===== src/rtl/cntr8_sched.sv =====
// cntr8_sched: two-port round-robin controller that sequences a shared up/down load counter through count jobs
// Ports:
//   clk, reset_n              clock, asynchronous active-low reset
//   reqN/dirN/startN/tgtN     job request, direction (1=up), start and target value from requester N
//   gntN, doneN               one-cycle pulses: job N accepted / job N finished
//   ctr_load/ctr_inc/ctr_d_in counter controls; ctr_d_out is the counter's current value
//   busy, owner, steps        not idle, current/last granted requester, counting cycles of current/last job
//   o_state                   IDLE=0, LOAD=1, RUN=2, DONE=3
module cntr8_sched #(
  parameter int WIDTH = 8
) (
  input  logic             clk,
  input  logic             reset_n,
  input  logic             req0,
  input  logic             dir0,
  input  logic [WIDTH-1:0] start0,
  input  logic [WIDTH-1:0] tgt0,
  output logic             gnt0,
  output logic             done0,
  input  logic             req1,
  input  logic             dir1,
  input  logic [WIDTH-1:0] start1,
  input  logic [WIDTH-1:0] tgt1,
  output logic             gnt1,
  output logic             done1,
  output logic             ctr_load,
  output logic             ctr_inc,
  output logic [WIDTH-1:0] ctr_d_in,
  input  logic [WIDTH-1:0] ctr_d_out,
  output logic             busy,
  output logic             owner,
  output logic [WIDTH-1:0] steps,
  output logic [1:0]       o_state
);
  typedef enum logic [1:0] {IDLE, LOAD, RUN, DONE} state_t;
  state_t state, state_nx;
  logic [WIDTH-1:0] hold, j_start, j_tgt;
  logic j_dir, last, hit, counting, any_req, win, take;
  assign any_req = req0 | req1;
  // last holds the most recent winner; it resets to 1 so req0 wins the first tie
  assign win = (req0 & req1) ? ~last : req1;
  assign take = state == IDLE && any_req;
  assign hit = state == RUN && ctr_d_out == j_tgt;
  assign counting = state == RUN && !hit;
  assign busy = state != IDLE;
  assign o_state = state;
  always_ff @(posedge clk or negedge reset_n)
    if (!reset_n) state <= IDLE;
    else state <= state_nx;
  always_comb
    state_nx = state == IDLE ? (any_req ? LOAD : IDLE) :
               state == LOAD ? RUN :
               state == RUN  ? (hit ? DONE : RUN) : IDLE;
  // the counter only runs free while counting; every other cycle reloads a value to freeze it
  always_comb begin
    ctr_load = !counting;
    ctr_inc  = counting ? j_dir : 1'b1;
    ctr_d_in = state == IDLE ? hold : state == LOAD ? j_start : j_tgt;
  end
  always_ff @(posedge clk or negedge reset_n)
    if (!reset_n) begin
      hold    <= '0;
      j_start <= '0;
      j_tgt   <= '0;
      j_dir   <= 1'b1;
      owner   <= 1'b0;
      last    <= 1'b1;
      steps   <= '0;
      gnt0    <= 1'b0;
      gnt1    <= 1'b0;
      done0   <= 1'b0;
      done1   <= 1'b0;
    end else begin
      gnt0  <= take && !win;
      gnt1  <= take && win;
      done0 <= hit && !owner;
      done1 <= hit && owner;
      if (take) begin
        owner   <= win;
        last    <= win;
        steps   <= '0;
        j_dir   <= win ? dir1 : dir0;
        j_start <= win ? start1 : start0;
        j_tgt   <= win ? tgt1 : tgt0;
      end
      if (counting) steps <= steps + WIDTH'(1);
      if (state == DONE) hold <= j_tgt;
    end
endmodule


===== config.mk =====
export PLATFORM = sky130hd
export DESIGN_NAME = cntr8_sched
export DESIGN_NICKNAME = d
export VERILOG_FILES = /design/src/rtl/cntr8_sched.sv
export SDC_FILE = /design/constraint.sdc
export NUM_CORES = 1
export LEC_CHECK = 0
export BUFFER_PORTS_ARGS = -buffer_cell sky130_fd_sc_hd__buf_2
export CAP_MARGIN = 20
export CORE_MARGIN = 4
export CORE_UTILIZATION = 50
export DETAILED_ROUTE_END_ITERATION = 12
export GPL_TIMING_DRIVEN = 0
export PLACE_DENSITY = 0.92
export SLEW_MARGIN = 25
export SYNTH_ARGS = -nofsm -noshare
export SYNTH_HDL_FRONTEND = slang
export SYNTH_SLANG_ARGS = --single-unit
export TNS_END_PERCENT = 30

===== constraint.sdc =====
create_clock -name clk -period 3 [get_ports clk]
set_input_delay 0.15 -clock clk [delete_from_list [all_inputs] [get_ports clk]]
set_output_delay 0.15 -clock clk [all_outputs]
set_load 0.02 [all_outputs]

==> run_results.csv <==
group,metric,value,unit
run_status,status,"finished with violations",
run_status,violations,"hold timing",
setup_path,r2r_slack,1.25,ns
power_and_ir_drop,pwr-share-seq,0.344,
setup_path,cp.arrival,2.06,ns
flow_run,max_cap_violations,0,
logic_synthesis,synth_top_cell_area_share,0.470,
sta,period_needed,2.21,ns
clock_tree,clock_latency,0.29,ns
logic_synthesis,synth_flop_cell,"dfrtp_1",
setup_path,r2r_end,"steps[4]",
clock_tree,path_clk_slew,0.08,ns
route,drt_iter0_drc,145,
clock_tree,cts_root_buf,"clkbuf_8",
sta,report.final.slew_viol_count,0,
sta,clock_skew,0.00634,ns
global_route,grt_usage,0.211,
logic_synthesis,synthTopCellsByArea,"dfrtp_1 47%, a222oi_1 8.2%, mux2i_1 5.3%",
sta,rsz0062_at_grt,"no",
global_route,grt-busiest-layer,"met2",
logic_synthesis,synth_top_family_by_area,"compound AO/OA/AOI/OAI gates",
route,dr.pass1.iters,5,
die,rows,23,
sta,fin_crit_sh,0.738,
logic_synthesis,syn_area,2080,um2
die,core_area,4000,um2
power_and_ir_drop,p_leak,1.33,nW
route,viasPerCell,5.73,
die,die_x,72.4,um
clock_tree,cts-buffers-inserted,5,
placed_design,dp_hpwl,3820,um
sta,timing.hold.ws,-0.0127,ns
route,drt-total-wl,5060,um
cells_and_area,final_cell_mix,"79 x buf_2, 39 x dfrtp_1, 29 x inv_1, 17 x nand2_1, 17 x a222oi_1",
global_route,met1_usage,0.269,
logic_synthesis,synth_edf_count,0,
logic_synthesis,synth-simple-area-share,0.0796,
logic_synthesis,synth-adder-area-share,0.0301,
power_and_ir_drop,switching_share,0.427,
clock_tree,cts_setup_buffers,0,
global_route,met2_usage,0.359,
route,routedWlPerCell,15.8,um
logic_synthesis,synth_seq_cells,41,
global_route,grt_pass1_wl,8530,um
logic_synthesis,yosys_warnings,0,
clock_tree,cts_resized,0,
setup_path,cp.required,2.85,ns
route,drc_errors,0,
global_route,grt_pass1_vias,1778,
sta,finalSetupViolCount,0,
sta,hold_viol_final,26,
sta,fin_tns_setup,0,ns
global_route,antenna_found_initial,0,
cells_and_area,num-nets-final,320,
clock_tree,clock_path_buffers,2,
power_and_ir_drop,clkPwrFrac,0.162,
setup_path,reg2regPathDepth,7,
power_and_ir_drop,peakVddDrop,0.616,mV
placed_design,place_area,2490,um2
setup_path,cp_max_fo,10,
sta,timing.fmax,0.452,GHz
logic_synthesis,synth_xor_area_frac,0.0380,
setup_path,end_kind,"output port",
logic_synthesis,synthDistinctLibCells,32,
cells_and_area,final_area,2610,um2
logic_synthesis,yosysTopAreaCell,"dfrtp_1",
logic_synthesis,synthMuxAreaShare,0.0964,
logic_synthesis,syn_avg_cell_area,10.9,um2
placed_design,gp_congestion,0.847,
cells_and_area,layout-drive-gt1-share,0.381,
die,die_y,72.4,um
route,ant_nets,0,
logic_synthesis,syn_nets,242,
logic_synthesis,synth_seq_area_share,0.495,
setup_path,r2r-start,"o_state[0]",
placed_design,numPortBuffers,71,
logic_synthesis,async_flop_share,1.00,
sta,relSlewSlack,0.397,
setup_path,cp-start-kind,"flip-flop",
clock_tree,cts_hold_buf,0,
power_and_ir_drop,combPwrFrac,0.494,
cells_and_area,n_antenna_cell,0,
power_and_ir_drop,power,2.82,mW
power_and_ir_drop,p_switching,1.21,mW
die,design.portCount,72,
power_and_ir_drop,power_density,1080,nW/um2
die,design.die.area,5250,um2
min_path,hold_path_class,"input pin to asynchronous set/reset pin",
logic_synthesis,synth_cells,191,
route,vias,1834,
logic_synthesis,synth_compound_area_frac,0.185,
cells_and_area,n_fill_cell,315,
global_route,grt.overflow.total,0,
sta,tightest_slew,0.904,ns
cells_and_area,final_common_cell,"buf_2",
clock_tree,cts_sinks,41,
die,initial_core_util,0.519,
clock_tree,htree_levels,2,
clock_tree,cts_tree,"yes",
global_route,grt_max_degree,42,
cells_and_area,syn2layout_area_growth,25.7,%
power_and_ir_drop,internal_power,1.62,mW
global_route,grtUsageMet3,0.0485,
setup_path,crit_type,"flip-flop to output port",
[sequential cells by signal, indices dropped and copies added (netlist names)]
signal / flops
j_start: 8
last: 1
steps: 8
o_state: 2
hold: 8
done1: 1
gnt0: 1
j_tgt: 8
done0: 1
owner: 1
gnt1: 1
j_dir: 1
[per-layer routing]
layer	wire length (um)	up-vias
met5	0	-
met4	57	0
met3	475	5
met2	2440	88
met1	2090	893
li1	-	848
[cell usage after synthesis, types with 5 or more instances]
| library cell | number |
|---|---|
| buf_2 | 8 |
| nand2_1 | 17 |
| mux2_2 | 8 |
| o21ai_0 | 10 |
| o211ai_1 | 5 |
| ha_1 | 5 |
| xnor2_1 | 9 |
| dfrtp_1 | 39 |
| inv_1 | 29 |
| mux2i_1 | 11 |
| a222oi_1 | 17 |
[power groups by stage]
stage	clock network, mW	logic (mW)	registers, mW
2_1_floorplan	0	0.944	0.993
3_3_place_gp	0	1.35	0.964
3_5_place_dp	0	1.39	0.978
4_1_cts	0.465	1.40	0.967
5_1_grt	0.487	1.53	1.00
6_report	0.458	1.39	0.971
[cells by family after synthesis]
family | after synthesis
compound gates | 46
fa+ha+maj | 5
simple gates | 32
mux | 19
buf+inv | 39
xor+xnor | 9
flops | 41
[through the flow]
step | util | cells | hold slack (ns) | setup WS [ns]
after floorplan | - | 191 | -0.146 | 1.21
after CTS | 0.652 | 320 | 0.0130 | 0.766
after global routing | 0.652 | 320 | 0.0540 | 0.581
after detailed placement | 0.623 | 312 | 0.332 | 1.09
after global placement | 0.623 | 312 | 0.321 | 1.17
final | 0.652 | 320 | -0.0127 | 0.787
[worst max path at each step]
stage / startpoint / to / cells past startpoint
4_1_cts: o_state[0] / ctr_d_in[2] / 7
3_3_place_gp: o_state[0] / ctr_d_in[4] / 7
6_report: o_state[0] / ctr_d_in[4] / 7
5_1_grt: o_state[0] / ctr_d_in[6] / 7
3_5_place_dp: o_state[0] / ctr_d_in[2] / 7
2_1_floorplan: o_state[0] / ctr_d_in[6] / 5
[cell type report]
cell class / count / area [um2] / share of cell area
plain buffers: 10 / 47.5 / 0.0182
clock buffers: 7 / 86.3 / 0.0331
clock inverters: 1 / 30.0 / 0.0115
inverters: 29 / 109 / 0.0417
multi-input cells: 111 / 891 / 0.341
flip-flops and latches: 41 / 1030 / 0.394
well taps: 50 / 62.6 / 0.0240
repair buffers: 71 / 355 / 0.136
[worst max-delay path, stage by stage (launching register included)]
cell and delay [ns]:
dfrtp_1 0.41, inv_1 0.11, ha_1 0.19, buf_2 0.24, clkbuf_1 0.41, nand2_1 0.10
o21ai_0 0.11, buf_2 0.20
No activity file was read; power rests on OpenSTA's default activity.
